--- src/rtl/sigma_mem_arbiter_if.sv ---
// Bus bundle between the Sigma memory arbiter, its three requesters and the core-memory port.
// The arbiter uses the slave view; the requester/memory environment uses the master view.
interface sigma_mem_arbiter_if;
    logic        cpu_req,   iop0_req,   iop1_req;
    logic        cpu_we,    iop0_we,    iop1_we;
    logic [15:31] cpu_addr, iop0_addr,  iop1_addr;
    logic [0:31] cpu_wdata, iop0_wdata, iop1_wdata;
    logic        cpu_ack,   iop0_ack,   iop1_ack;
    logic [0:31] rd_data;
    logic        err;
    logic        mem_req;
    logic        mem_we;
    logic [15:31] mem_addr;
    logic [0:31] mem_wdata;
    logic [0:31] mem_rdata;
    logic        mem_done;
    logic        busy;
    logic [0:1]  grant;
    logic        timeout_flag;

    modport slave (
        input  cpu_req, iop0_req, iop1_req,
        input  cpu_we, iop0_we, iop1_we,
        input  cpu_addr, iop0_addr, iop1_addr,
        input  cpu_wdata, iop0_wdata, iop1_wdata,
        input  mem_rdata, mem_done,
        output cpu_ack, iop0_ack, iop1_ack,
        output rd_data, err,
        output mem_req, mem_we, mem_addr, mem_wdata,
        output busy, grant, timeout_flag
    );

    modport master (
        output cpu_req, iop0_req, iop1_req,
        output cpu_we, iop0_we, iop1_we,
        output cpu_addr, iop0_addr, iop1_addr,
        output cpu_wdata, iop0_wdata, iop1_wdata,
        output mem_rdata, mem_done,
        input  cpu_ack, iop0_ack, iop1_ack,
        input  rd_data, err,
        input  mem_req, mem_we, mem_addr, mem_wdata,
        input  busy, grant, timeout_flag
    );
endinterface

--- src/rtl/sigma_mem_arbiter.sv ---
// Single-port core-memory arbiter: CPU vs two IOP channels, round-robin between IOPs with a
// CPU anti-starvation limit, per-access timeout watchdog and a one-cycle acknowledge.
module sigma_mem_arbiter #(
    parameter int TIMEOUT      = 16,
    parameter int STARVE_LIMIT = 4
) (
    input  logic               i_clock,
    input  logic               i_reset,
    sigma_mem_arbiter_if.slave bus
);
    typedef enum logic [1:0] {IDLE, BUSY, DONE} state_t;

    typedef struct packed {
        logic        we;
        logic [16:0] addr;
        logic [31:0] wdata;
    } req_t;

    localparam logic [1:0] G_CPU  = 2'd0;
    localparam logic [1:0] G_IOP0 = 2'd1;
    localparam logic [1:0] G_IOP1 = 2'd2;
    localparam logic [1:0] G_NONE = 2'd3;
    localparam logic [3:0] SLIM   = 4'(STARVE_LIMIT);
    localparam logic [7:0] TLAST  = 8'(TIMEOUT - 1);

    state_t      r_state, w_state;
    logic [1:0]  r_grant, w_grant;
    logic        r_rr, w_rr;
    logic [3:0]  r_starve, w_starve;
    logic [7:0]  r_tcnt, w_tcnt;
    logic        r_mem_req, w_mem_req;
    logic        r_mem_we, w_mem_we;
    logic [16:0] r_mem_addr, w_mem_addr;
    logic [31:0] r_mem_wdata, w_mem_wdata;
    logic [31:0] r_rd_data, w_rd_data;
    logic        r_err, w_err;
    logic        r_tflag, w_tflag;

    logic [2:0]       w_req;
    req_t [2:0]       w_reqs;
    logic [1:0]       w_win;

    assign w_req     = {bus.iop1_req, bus.iop0_req, bus.cpu_req};
    assign w_reqs[0] = {bus.cpu_we,  bus.cpu_addr,  bus.cpu_wdata};
    assign w_reqs[1] = {bus.iop0_we, bus.iop0_addr, bus.iop0_wdata};
    assign w_reqs[2] = {bus.iop1_we, bus.iop1_addr, bus.iop1_wdata};

    // r_rr names the IOP that wins a tie (0 = iop0, 1 = iop1).
    always_comb begin
        w_win = G_NONE;
        if (w_req[0] && r_starve == SLIM)
            w_win = G_CPU;
        else if (w_req[1] && w_req[2])
            w_win = r_rr ? G_IOP1 : G_IOP0;
        else if (w_req[1])
            w_win = G_IOP0;
        else if (w_req[2])
            w_win = G_IOP1;
        else if (w_req[0])
            w_win = G_CPU;
    end

    always_comb begin
        w_state     = r_state;
        w_grant     = r_grant;
        w_rr        = r_rr;
        w_starve    = r_starve;
        w_tcnt      = r_tcnt;
        w_mem_req   = r_mem_req;
        w_mem_we    = r_mem_we;
        w_mem_addr  = r_mem_addr;
        w_mem_wdata = r_mem_wdata;
        w_rd_data   = r_rd_data;
        w_err       = r_err;
        w_tflag     = r_tflag;
        case (r_state)
            IDLE: begin
                if (!w_req[0])
                    w_starve = '0;
                if (w_win != G_NONE) begin
                    w_mem_we    = w_reqs[w_win].we;
                    w_mem_addr  = w_reqs[w_win].addr;
                    w_mem_wdata = w_reqs[w_win].wdata;
                    w_mem_req   = 1'b1;
                    w_grant     = w_win;
                    w_tcnt      = '0;
                    w_state     = BUSY;
                    if (w_win == G_CPU) begin
                        w_starve = '0;
                    end else begin
                        w_rr = (w_win == G_IOP0);
                        if (w_req[0] && r_starve != SLIM)
                            w_starve = r_starve + 4'd1;
                    end
                end else begin
                    w_grant = G_NONE;
                end
            end
            BUSY: begin
                w_tcnt = r_tcnt + 8'd1;
                // A completion on the last watchdog cycle still counts as a good access.
                if (bus.mem_done) begin
                    if (!r_mem_we)
                        w_rd_data = bus.mem_rdata;
                    w_err     = 1'b0;
                    w_mem_req = 1'b0;
                    w_state   = DONE;
                end else if (r_tcnt == TLAST) begin
                    w_rd_data = '0;
                    w_err     = 1'b1;
                    w_tflag   = 1'b1;
                    w_mem_req = 1'b0;
                    w_state   = DONE;
                end
            end
            DONE: begin
                w_err   = 1'b0;
                w_grant = G_NONE;
                w_state = IDLE;
            end
            default: begin
                w_state = IDLE;
            end
        endcase
    end

    always_ff @(posedge i_clock) begin
        if (!i_reset) begin
            r_state     <= IDLE;
            r_grant     <= G_NONE;
            r_rr        <= 1'b0;
            r_starve    <= '0;
            r_tcnt      <= '0;
            r_mem_req   <= 1'b0;
            r_mem_we    <= 1'b0;
            r_mem_addr  <= '0;
            r_mem_wdata <= '0;
            r_rd_data   <= '0;
            r_err       <= 1'b0;
            r_tflag     <= 1'b0;
        end else begin
            r_state     <= w_state;
            r_grant     <= w_grant;
            r_rr        <= w_rr;
            r_starve    <= w_starve;
            r_tcnt      <= w_tcnt;
            r_mem_req   <= w_mem_req;
            r_mem_we    <= w_mem_we;
            r_mem_addr  <= w_mem_addr;
            r_mem_wdata <= w_mem_wdata;
            r_rd_data   <= w_rd_data;
            r_err       <= w_err;
            r_tflag     <= w_tflag;
        end
    end

    assign bus.cpu_ack      = (r_state == DONE) && (r_grant == G_CPU);
    assign bus.iop0_ack     = (r_state == DONE) && (r_grant == G_IOP0);
    assign bus.iop1_ack     = (r_state == DONE) && (r_grant == G_IOP1);
    assign bus.rd_data      = r_rd_data;
    assign bus.err          = r_err;
    assign bus.mem_req      = r_mem_req;
    assign bus.mem_we       = r_mem_we;
    assign bus.mem_addr     = r_mem_addr;
    assign bus.mem_wdata    = r_mem_wdata;
    assign bus.busy         = (r_state != IDLE);
    assign bus.grant        = r_grant;
    assign bus.timeout_flag = r_tflag;

    a_ack_onehot: assert property (@(posedge i_clock) disable iff (!i_reset)
        $onehot0({bus.cpu_ack, bus.iop0_ack, bus.iop1_ack}));
    a_req_in_busy: assert property (@(posedge i_clock) disable iff (!i_reset)
        bus.mem_req |-> (r_state == BUSY));
endmodule

--- src/flat_wrapper.sv ---
// flat-port wrapper written by rule: the top's interface ports become plain ports
module sigma_mem_arbiter_flat 
#(
    parameter int TIMEOUT      = 16,
    parameter int STARVE_LIMIT = 4
)
  (i_clock, i_reset, bus_cpu_req, bus_iop0_req, bus_iop1_req, bus_cpu_we, bus_iop0_we, bus_iop1_we, bus_cpu_addr, bus_iop0_addr, bus_iop1_addr, bus_cpu_wdata, bus_iop0_wdata, bus_iop1_wdata, bus_mem_rdata, bus_mem_done, bus_cpu_ack, bus_iop0_ack, bus_iop1_ack, bus_rd_data, bus_err, bus_mem_req, bus_mem_we, bus_mem_addr, bus_mem_wdata, bus_busy, bus_grant, bus_timeout_flag);
  sigma_mem_arbiter_if bus_i ();
  input  logic i_clock;
  input  logic i_reset;
  input wire logic [$bits(bus_i.cpu_req)-1:0] bus_cpu_req;
  input wire logic [$bits(bus_i.iop0_req)-1:0] bus_iop0_req;
  input wire logic [$bits(bus_i.iop1_req)-1:0] bus_iop1_req;
  input wire logic [$bits(bus_i.cpu_we)-1:0] bus_cpu_we;
  input wire logic [$bits(bus_i.iop0_we)-1:0] bus_iop0_we;
  input wire logic [$bits(bus_i.iop1_we)-1:0] bus_iop1_we;
  input wire logic [$bits(bus_i.cpu_addr)-1:0] bus_cpu_addr;
  input wire logic [$bits(bus_i.iop0_addr)-1:0] bus_iop0_addr;
  input wire logic [$bits(bus_i.iop1_addr)-1:0] bus_iop1_addr;
  input wire logic [$bits(bus_i.cpu_wdata)-1:0] bus_cpu_wdata;
  input wire logic [$bits(bus_i.iop0_wdata)-1:0] bus_iop0_wdata;
  input wire logic [$bits(bus_i.iop1_wdata)-1:0] bus_iop1_wdata;
  input wire logic [$bits(bus_i.mem_rdata)-1:0] bus_mem_rdata;
  input wire logic [$bits(bus_i.mem_done)-1:0] bus_mem_done;
  output wire logic [$bits(bus_i.cpu_ack)-1:0] bus_cpu_ack;
  output wire logic [$bits(bus_i.iop0_ack)-1:0] bus_iop0_ack;
  output wire logic [$bits(bus_i.iop1_ack)-1:0] bus_iop1_ack;
  output wire logic [$bits(bus_i.rd_data)-1:0] bus_rd_data;
  output wire logic [$bits(bus_i.err)-1:0] bus_err;
  output wire logic [$bits(bus_i.mem_req)-1:0] bus_mem_req;
  output wire logic [$bits(bus_i.mem_we)-1:0] bus_mem_we;
  output wire logic [$bits(bus_i.mem_addr)-1:0] bus_mem_addr;
  output wire logic [$bits(bus_i.mem_wdata)-1:0] bus_mem_wdata;
  output wire logic [$bits(bus_i.busy)-1:0] bus_busy;
  output wire logic [$bits(bus_i.grant)-1:0] bus_grant;
  output wire logic [$bits(bus_i.timeout_flag)-1:0] bus_timeout_flag;
  assign bus_i.cpu_req = bus_cpu_req;
  assign bus_i.iop0_req = bus_iop0_req;
  assign bus_i.iop1_req = bus_iop1_req;
  assign bus_i.cpu_we = bus_cpu_we;
  assign bus_i.iop0_we = bus_iop0_we;
  assign bus_i.iop1_we = bus_iop1_we;
  assign bus_i.cpu_addr = bus_cpu_addr;
  assign bus_i.iop0_addr = bus_iop0_addr;
  assign bus_i.iop1_addr = bus_iop1_addr;
  assign bus_i.cpu_wdata = bus_cpu_wdata;
  assign bus_i.iop0_wdata = bus_iop0_wdata;
  assign bus_i.iop1_wdata = bus_iop1_wdata;
  assign bus_i.mem_rdata = bus_mem_rdata;
  assign bus_i.mem_done = bus_mem_done;
  assign bus_cpu_ack = bus_i.cpu_ack;
  assign bus_iop0_ack = bus_i.iop0_ack;
  assign bus_iop1_ack = bus_i.iop1_ack;
  assign bus_rd_data = bus_i.rd_data;
  assign bus_err = bus_i.err;
  assign bus_mem_req = bus_i.mem_req;
  assign bus_mem_we = bus_i.mem_we;
  assign bus_mem_addr = bus_i.mem_addr;
  assign bus_mem_wdata = bus_i.mem_wdata;
  assign bus_busy = bus_i.busy;
  assign bus_grant = bus_i.grant;
  assign bus_timeout_flag = bus_i.timeout_flag;
  sigma_mem_arbiter #(.TIMEOUT(TIMEOUT), .STARVE_LIMIT(STARVE_LIMIT)) u_core (.i_clock(i_clock), .i_reset(i_reset), .bus(bus_i));
endmodule
--- config.mk ---
export PLATFORM = sky130hd
export DESIGN_NAME = sigma_mem_arbiter_flat
export DESIGN_NICKNAME = d
export VERILOG_FILES = /design/src/rtl/sigma_mem_arbiter_if.sv /design/src/rtl/sigma_mem_arbiter.sv /design/src/flat_wrapper.sv
export SDC_FILE = /design/constraint.sdc
export NUM_CORES = 1
export LEC_CHECK = 0
export ABC_AREA = 1
export CAP_MARGIN = 30
export CORE_MARGIN = 1.5
export CORE_UTILIZATION = 40
export DETAILED_ROUTE_END_ITERATION = 12
export GPL_TIMING_DRIVEN = 1
export HOLD_SLACK_MARGIN = 0.08
export PLACE_DENSITY = 0.81
export REMOVE_ABC_BUFFERS = 1
export SLEW_MARGIN = 20
export SYNTH_ARGS = -nofsm -noshare
export SYNTH_HDL_FRONTEND = slang
export SYNTH_SLANG_ARGS = --single-unit
--- constraint.sdc ---
create_clock -name i_clock -period 4.6 [get_ports i_clock]
set_clock_uncertainty 0.2 [all_clocks]
set_input_delay 0.92 -clock i_clock [delete_from_list [all_inputs] [get_ports i_clock]]
set_output_delay 0.92 -clock i_clock [all_outputs]
set_load 0.01 [all_outputs]
==> reports/results.ini, run 1 <==
[outcome]
status=complete, no violations

[yosys]
netlist_area_um2=5300
syn_area_per_cell_um2=6.36
seq_area_frac_synth_pct=38.6
ys_warn_count=0
synthMuxAreaShare_pct=0
ys_types=28
syn_inst=833
synthAdderAreaFrac_pct=1.65
ys_seq_elements=102
synth_xor_area_share_pct=0.165
synth_compound_area_share_pct=16.4
synth_top_family_by_area=simple AND/OR/NAND/NOR gates
synth-simple-area-share_pct=33.1

[global_route]
grt_util_all_layers_pct=25.1
grt_pass1_wl_mm=28.5
grt_max_degree=55
gr-total-overflow=0
first_global_vias=5704
antenna_found_initial=0

[setup_path]
path_buf_inv=3
crit_path_cell_trace=clkdlybuf4s50_1, inv_2, nand2_1, nand2_1, nand2_2, nand2_1, inv_2, nand3_1, nand2_1, nor2_1, nor2_1
max_stage_delay_ns=0.66
cp_max_fo=34
slowest_stage=inv_2
crit_start=bus_iop0_req
r2r_start=u_core.r_starve[0]
crit_type=in -> reg
crit_path_frequent_cell=nand2_1
r2r_setup_slack_ns=1.97
start_kind=input pin
cp_data_required_time_ns=4.69
end_kind=register
cp_top_family=buffers and inverters
arrival_ns=3.30

[clock_tree]
cts_resized=0
cts.htree.levels=3
clkTransAtPathRegs_ns=0.08
cts_setup_buffers=0
cts_tree=done
cts.sinks=102
clockBufferDepth=2
cts_buffers=9
clock_latency_ns=0.35
cts_hold_buf=0
cts_root_buffer=clkbuf_16

[sta]
finalMaxSlewViolations=0
rsz0062_at_grt=no
relSlewSlack_pct=45.2
final-setup-viol-count=0
tns_ns=0
whs_ns=0.254
finalCritPeriodShare_pct=69.8
timing.fmax_mhz=311
min_period_ns=3.21
hold_violations=0
worstMarginPinSlew_ns=0.820

[floorplanning]
die_h_um=118
die_w_um=118
core_area_um2=12800
ios=279
rows=41
fp.dieArea_um2=13900
initial_core_util_pct=41.5

[worst_hold_path]
min_path_type=reg -> reg
hold_start=u_core.bus.timeout_flag

[layout]
final_cell_area_um2=8430
n_fill_cell=1156
n_antenna_cell=0
final_common_cell=clkdlybuf4s50_1
final_cells=1256
final_cell_mix=clkdlybuf4s50_1, nand2_1, nor2_1
syn_to_final_growth_pct=59.1
area.sequential_um2=2040
multi_input_area_um2=2720
drive_above_1_share_pct=4.06
fin_nets=1274

[placed_design]
place_congestion=0.827
dp_hpwl_mm=12.4
placed_area_um2=8100
dp_cells=1240
place.port_buffers=278

[drt]
routed_wl_mm=17.4
drt-initial-drc-count=519
viasPerCell=4.92
final_antenna_net_count=0
first_pass_iters=5
drc=0
wire_per_inst_um=13.9
vias=6176

[pwr]
power.density_nw_per_um2=357
p_leak_uw=0.00366
irDropWorstVdd_v=0.000291
report.power.total_uw=3010

[job]
cap_viol_max_count=0

[cells by family (layout without fill, tap and decap cells)]
logic type               after synthesis  count (layout)
XOR/XNOR                               1               1
AO/OA/AOI/OAI                        168             168
AND/OR/NAND/NOR                      427             427
adder cells (fa/ha/maj)                7               7
buffers and inverters                128             379
flip-flops                           102             102
[per-layer routing]
layer / global-route usage, % / vias up / wire (µm) / part of all wire (%)
met1: 30.0 / 2725 / 7290 / 42
met5: 0 / - / 0 / 0
met2: 43.2 / 290 / 8320 / 48
li1: - / 3139 / - / -
met4: 7.01 / 0 / 299 / 1.7
met3: 7.99 / 22 / 1500 / 8.6
[synthesized netlist by cell type]
cell type	instances	area share, %
a31oi_1	1	0.12
nor3_1	5	0.47
inv_2	8	0.57
nor3b_1	1	0.14
o21ai_2	1	0.17
buf_2	25	2.4
o211ai_1	1	0.14
nor2_4	1	0.21
nand2_1	199	14
dfxtp_1	102	39
inv_1	69	4.9
nand2_2	2	0.24
nand3_2	4	0.76
xor2_1	1	0.17
a21oi_1	70	6.6
a211oi_1	1	0.14
nand4_1	1	0.12
buf_4	6	0.85
o21ai_0	65	6.1
a21o_1	1	0.14
clkbuf_1	20	1.4
ha_1	7	1.7
o21ai_1	27	2.6
nand3_1	64	6.0
or2_2	1	0.12
nor2_1	148	10
o31ai_4	1	0.40
nand4_4	1	0.40
[final timing paths]
check,to,cells past startpoint
max,u_core.bus.mem_addr[26],11
min,u_core.bus.timeout_flag,2
max reg2reg,u_core.bus.mem_addr[26],9
min reg2reg,u_core.bus.timeout_flag,2
[cell type report]
type	instances	area share (%)
Inverter	77	3.43
Multi-Input combinational cell	603	32.3
Tap cell	172	2.55
Clock buffer	9	2.67
Clock inverter	7	1.16
Sequential cell	102	24.2
Timing Repair Buffer	286	33.7
[through the flow]
stage | utilization (%) | worst slack, ns
floorplan | - | 1.75
global placement | 63.4 | 0.991
detailed placement | 63.4 | 0.978
CTS | 66.0 | 1.35
global route | 66.0 | 1.06
finish | 66.0 | 1.39
[flip-flops by register name, summed over array words and instances (netlist names), 2 cells and up]
signal,cells
u_core.bus.mem_addr,17
u_core.bus.rd_data,32
u_core.r_tcnt,8
u_core.r_state,2
u_core.bus.mem_wdata,32
u_core.bus.grant,2
u_core.r_starve,4
[power by group]
part           switching (µW)  internal (µW)  leakage (µW)  total [µW]
sequential               82.2           1030      0.000839        1110
clock                     383            441      0.000159         824
combinational             532            540       0.00267        1070
total                     997           2010       0.00366        3010
[worst register-to-register path: cells and delay by family, from the launching register on]
| family | cells | cell delay, ns |
|---|---|---|
| DFF | 1 | 0.40 |
| and+or+nand+nor | 6 | 0.98 |
| buffers and inverters | 2 | 0.74 |
| adders and majority gates | 1 | 0.24 |
(Power assumes the default switching activity.)
==> run 2: changes to the inputs <==
==> constraint.sdc (replaced) <==
create_clock -name i_clock -period 3.3 [get_ports i_clock]
set_clock_uncertainty 0.2 [all_clocks]
set_input_delay 0.66 -clock i_clock [delete_from_list [all_inputs] [get_ports i_clock]]
set_output_delay 0.66 -clock i_clock [all_outputs]
set_load 0.01 [all_outputs]
==> reports/results.ini, run 2 (synthesis gave the netlist of run 1 again) <==
[outcome]
status=complete, no violations

[floorplanning]
ios=279  ; unchanged
fp.dieArea_um2=13900  ; unchanged
core_area_um2=12800  ; unchanged
initial_core_util_pct=41.5  ; unchanged
rows=41  ; unchanged
die_h_um=118  ; unchanged
die_w_um=118  ; unchanged

[layout]
final_cells=1263  ; +0.56%
final_cell_mix=clkdlybuf4s50_1, nand2_1, nor2_1
final_util_pct=66.6  ; +0.64 points
final_common_cell=clkdlybuf4s50_1
n_antenna_cell=0  ; unchanged
fin_nets=1281  ; +0.55%
drive_above_1_share_pct=4.67  ; +0.62 points
syn_to_final_growth_pct=60.7

[sta]
tns_ns=0  ; unchanged
finalCritPeriodShare_pct=85.4
min_period_ns=2.82
final-setup-viol-count=0  ; unchanged
rsz0062_at_grt=no
timing.fmax_mhz=355
worst_slack_ns=0.482  ; -0.907 ns
finalMaxSlewViolations=0  ; unchanged
relSlewSlack_pct=50.1  ; +4.9 points
worstMarginPinSlew_ns=0.747  ; -0.0735 ns
hold_violations=0  ; unchanged

[pwr]
p_leak_uw=0.00370  ; +1.1%
power.density_nw_per_um2=498  ; +40%
pwr-share-comb_pct=36.4  ; +0.7 points
power_frac_seq_pct=36.4  ; -0.5 points
p_clk_share_pct=27.2  ; -0.2 points
power.switching_uw=1410  ; +42%
internal_power_uw=2830  ; +41%
irDropWorstVdd_v=0.000298  ; +2.7%
switching_share_pct=33.3  ; +0.14 points

[setup_path]
cp_data_required_time_ns=2.44  ; -2.25 ns
crit_type=reg -> out
reg2reg_depth=9  ; unchanged
crit_path_cell_trace=inv_1, ha_1, inv_1, clkdlybuf4s50_1
r2r_setup_slack_ns=0.93  ; -1.04 ns
max_stage_delay_ns=0.61  ; -0.05 ns
slowest_stage=clkdlybuf4s50_1
arrival_ns=1.96  ; -1.34 ns
critPathCapture=bus_busy
crit_start=u_core.r_state[1]
start_kind=register
r2r_start=u_core.r_starve[0]
crit_path_frequent_cell=inv_1
end_kind=output pin
cp_max_fo=11  ; -68%
timing.rr.end=u_core.bus.mem_wdata[28]

[placed_design]
post-place-ws_ns=0.285  ; -0.693 ns
dp_hpwl_mm=12.8  ; +2.9%
place_congestion=0.829  ; +0.24%
dp_cells=1247  ; +0.56%
place.port_buffers=278  ; unchanged

[clock_tree]
cts_tree=done
cts_setup_buffers=0  ; unchanged
clockBufferDepth=2  ; unchanged
cts_hold_buf=0  ; unchanged
clkTransAtPathRegs_ns=0.07  ; about the same
cts.sinks=102  ; unchanged
cts_root_buffer=clkbuf_16
cts.htree.levels=3  ; unchanged
cts_resized=0  ; unchanged
clock_latency_ns=0.35  ; about the same
cts_buffers=9  ; unchanged

[global_route]
grt_util_all_layers_pct=24.9  ; -0.20 points
gr-total-overflow=0  ; unchanged
grt_max_degree=61  ; +11%
grt_pass1_wl_mm=28.3  ; -0.70%
antenna_found_initial=0  ; unchanged
first_global_vias=5694  ; -0.18%

[drt]
wl_met1_mm=7.48  ; +2.5%
highest_layer=met4
drc=0  ; unchanged
drt-initial-drc-count=411  ; -21%
first_pass_iters=5  ; unchanged
vias=6198  ; +0.36%
dr_wl_met3_mm=1.52  ; +1.1%
final_antenna_net_count=0  ; unchanged
viasPerCell=4.91  ; -0.20%
route.met2.wl_mm=8.28  ; -0.47%
wire_per_inst_um=14.0  ; +0.70%
routed_wl_mm=17.6  ; +1.3%

[worst_hold_path]
min_path_type=reg -> reg

[job]
cap_viol_max_count=0  ; unchanged

-- run 2: cell types whose count changed in the layout (fill, tap and decap cells not counted) --
cell        before  now
inv_8            3    2
clkinvlp_4       0    1
clkinv_4         1    0
clkinv_8         1    2
buf_12           0    2
buf_4            8   13
-- run 2: through the flow --
step / hold slack (ns) / area [µm²] / total power, µW
floorplan: 0.239 / 5050 / 2240
global placement: 0.242 / 8180 / 3090
detailed placement: 0.249 / 8180 / 3110
CTS: 0.260 / 8510 / 4270
global route: 0.276 / 8510 / 4510
finish: 0.256 / 8510 / 4240
-- run 2: cell type report --
cell class / instances / area, µm²
Fill cell: 1107 / 4270
Timing Repair Buffer: 293 / 2920
Multi-Input combinational cell: 603 / 2720
Sequential cell: 102 / 2040
Inverter: 77 / 289
Clock buffer: 9 / 225
Tap cell: 172 / 215
Clock inverter: 7 / 101
-- run 2: worst min path at each step --
stage / startpoint / to / cells past startpoint
after CTS: u_core.bus.timeout_flag / u_core.bus.timeout_flag / 2
after global routing: u_core.bus.timeout_flag / u_core.bus.timeout_flag / 2
final: u_core.bus.timeout_flag / u_core.bus.timeout_flag / 2
after floorplan: u_core.r_rr / u_core.r_rr / 2
after global placement: u_core.bus.timeout_flag / u_core.bus.timeout_flag / 2
after detailed placement: u_core.bus.timeout_flag / u_core.bus.timeout_flag / 2
-- run 2: power by group through the flow --
stage / Combinational (µW) / Clock (µW) / Sequential, µW
2_1_floorplan: 600 / 0 / 1640
3_3_place_gp: 1530 / 0 / 1570
3_5_place_dp: 1540 / 0 / 1570
4_1_cts: 1550 / 1180 / 1540
5_1_grt: 1700 / 1240 / 1570
6_report: 1540 / 1150 / 1540
-- run 2: layer usage --
layer | GRT usage [%] | vias up
li1 | - | 3157
met1 | 30.9 | 2724
met2 | 42.0 | 295
met3 | 6.44 | 22
met4 | 8.31 | 0
met5 | 0 | -
-- run 2: worst max-delay path, delay by kind of cell, from the launching register on --
family | cells | cell delay [ns]
buffers and inverters | 3 | 0.98
flip-flops | 1 | 0.37
adder cells (fa/ha/maj) | 1 | 0.27
==> run 3: changes to the inputs <==
--- a/config.mk
+++ b/config.mk
@@ -7,7 +7,6 @@
 export LEC_CHECK = 0
 export ABC_AREA = 1
 export CAP_MARGIN = 30
-export CORE_MARGIN = 1.5
 export CORE_UTILIZATION = 40
 export DETAILED_ROUTE_END_ITERATION = 12
 export GPL_TIMING_DRIVEN = 1
==> reports/results.ini, run 3 (synthesis gave the netlist of run 1 again) <==
[layout]
final_cell_mix=clkdlybuf4s50_1, nand2_1, nor2_1
drive_above_1_share_pct=4.50  ; -0.18 points
n_antenna_cell=0  ; unchanged
final_common_cell=clkdlybuf4s50_1
syn_to_final_growth_pct=59.7
fin_nets=1279  ; -0.16%

[clock_tree]
clkTransAtPathRegs_ns=0.07  ; about the same
cts_tree=done
cts_resized=0  ; unchanged
clockBufferDepth=2  ; unchanged
cts.sinks=102  ; unchanged
cts_buffers=9  ; unchanged
cts_setup_buffers=0  ; unchanged
cts_hold_buf=0  ; unchanged
cts.htree.levels=3  ; unchanged
clock_latency_ns=0.35  ; about the same
cts_root_buffer=clkbuf_16

[floorplanning]
ios=279  ; unchanged
rows=41  ; unchanged
core_area_um2=12800  ; unchanged
die_w_um=117  ; -0.85%
initial_core_util_pct=41.5  ; unchanged
fp.dieArea_um2=13700  ; -1.7%
die_h_um=117  ; -0.85%

[setup_path]
slowest_stage=clkdlybuf4s50_1
crit_start=u_core.r_state[0]
crit_path_cell_trace=inv_1, ha_1, inv_1, clkdlybuf4s50_1
crit_path_frequent_cell=inv_1
start_kind=register
arrival_ns=1.97  ; about the same
cp_max_fo=11  ; unchanged
r2r_start=u_core.r_state[1]
cp_data_required_time_ns=2.44  ; about the same
crit_type=reg -> out
end_kind=output pin
max_stage_delay_ns=0.62  ; about the same

[pwr]
power.density_nw_per_um2=494  ; -0.74%
switching_share_pct=33.0  ; -0.33 points
irDropWorstVdd_v=0.000285  ; -4.4%
p_leak_uw=0.00368  ; -0.57%
pwr-share-comb_pct=36.6  ; +0.2 points
power.switching_uw=1380  ; -2.3%
internal_power_uw=2800  ; -0.82%
p_clk_share_pct=26.5  ; -0.7 points
power_frac_seq_pct=36.9  ; +0.5 points

[global_route]
grt_max_degree=44  ; -28%
antenna_found_initial=0  ; unchanged
first_global_vias=5366  ; -5.8%
grt_util_all_layers_pct=25.2  ; +0.28 points
gr-total-overflow=0  ; unchanged
grt_pass1_wl_mm=26.5  ; -6.4%

[outcome]
status=complete, no violations

[placed_design]
place.port_buffers=278  ; unchanged
dp_hpwl_mm=12.9  ; +1.1%
place_congestion=0.813  ; -1.9%

[sta]
tns_ns=0  ; unchanged
final-setup-viol-count=0  ; unchanged
rsz0062_at_grt=no
timing.fmax_mhz=353  ; -0.41%
min_period_ns=2.83  ; +0.0117 ns
finalMaxSlewViolations=0  ; unchanged
relSlewSlack_pct=52.3  ; +2.2 points
hold_violations=0  ; unchanged
finalCritPeriodShare_pct=85.7  ; +0.35 points
whs_ns=0.251  ; -0.00446 ns
worstMarginPinSlew_ns=0.711  ; -0.0360 ns

[worst_hold_path]
hold_start=u_core.bus.timeout_flag
min_path_type=reg -> reg

[drt]
drt-initial-drc-count=447  ; +8.8%
vias=6122  ; -1.2%
first_pass_iters=6  ; +1
routed_wl_mm=17.8  ; +0.76%
final_antenna_net_count=0  ; unchanged
wire_per_inst_um=14.1  ; +0.92%
viasPerCell=4.85  ; -1.1%
drc=0  ; unchanged

[job]
cap_viol_max_count=0  ; unchanged

==> run 3: area by class of cell <==
type                    count  area [µm²]
multi-input cells         603        2720
clock buffers               9         225
repair buffers            291        2890
clock inverters             7        80.1
well taps                 172         215
inverters                  77         289
flip-flops and latches    102        2040
fillers                  1125        4320
==> run 3: routing by layer <==
layer | wire length [µm] | global-route usage [%] | share of wire [%]
met5 | 0 | 0 | 0
met4 | 647 | 13.3 | 3.6
met3 | 1600 | 6.80 | 9.0
met2 | 8110 | 41.6 | 46
met1 | 7400 | 30.0 | 42
==> run 3: metrics by stage <==
step	util (%)	cells	instance area, µm²	power (µW)	setup slack, ns
6_report	66.2	1261	8460	4180	0.471
5_1_grt	66.2	1261	8460	4440	0.334
4_1_cts	66.2	1261	8460	4210	0.454
3_5_place_dp	63.8	1245	8150	3100	0.526
3_3_place_gp	63.8	1245	8150	3080	0.540
2_1_floorplan	-	782	5050	2240	0.708
==> run 3: power by group through the flow <==
stage / logic (µW) / clock network [µW] / registers, µW
after global placement: 1520 / 0 / 1570
after CTS: 1540 / 1130 / 1540
after global routing: 1690 / 1190 / 1570
after detailed placement: 1530 / 0 / 1570
final: 1530 / 1110 / 1540
after floorplan: 600 / 0 / 1640
==> run 3: worst max-delay path: cells and delay by family (launching register included) <==
| kind | cells | cell delay [ns] |
|---|---|---|
| adder cells (fa/ha/maj) | 1 | 0.30 |
| buffers and inverters | 3 | 0.99 |
| flip-flops | 1 | 0.33 |
==> run 3: worst paths after layout <==
kind         slack, ns  depth (start not counted)                 endpoint
min               0.25                          2  u_core.bus.timeout_flag
max               0.47                          4                 bus_busy
max reg2reg       1.15                          7         u_core.r_tcnt[4]
min reg2reg       0.25                          2  u_core.bus.timeout_flag
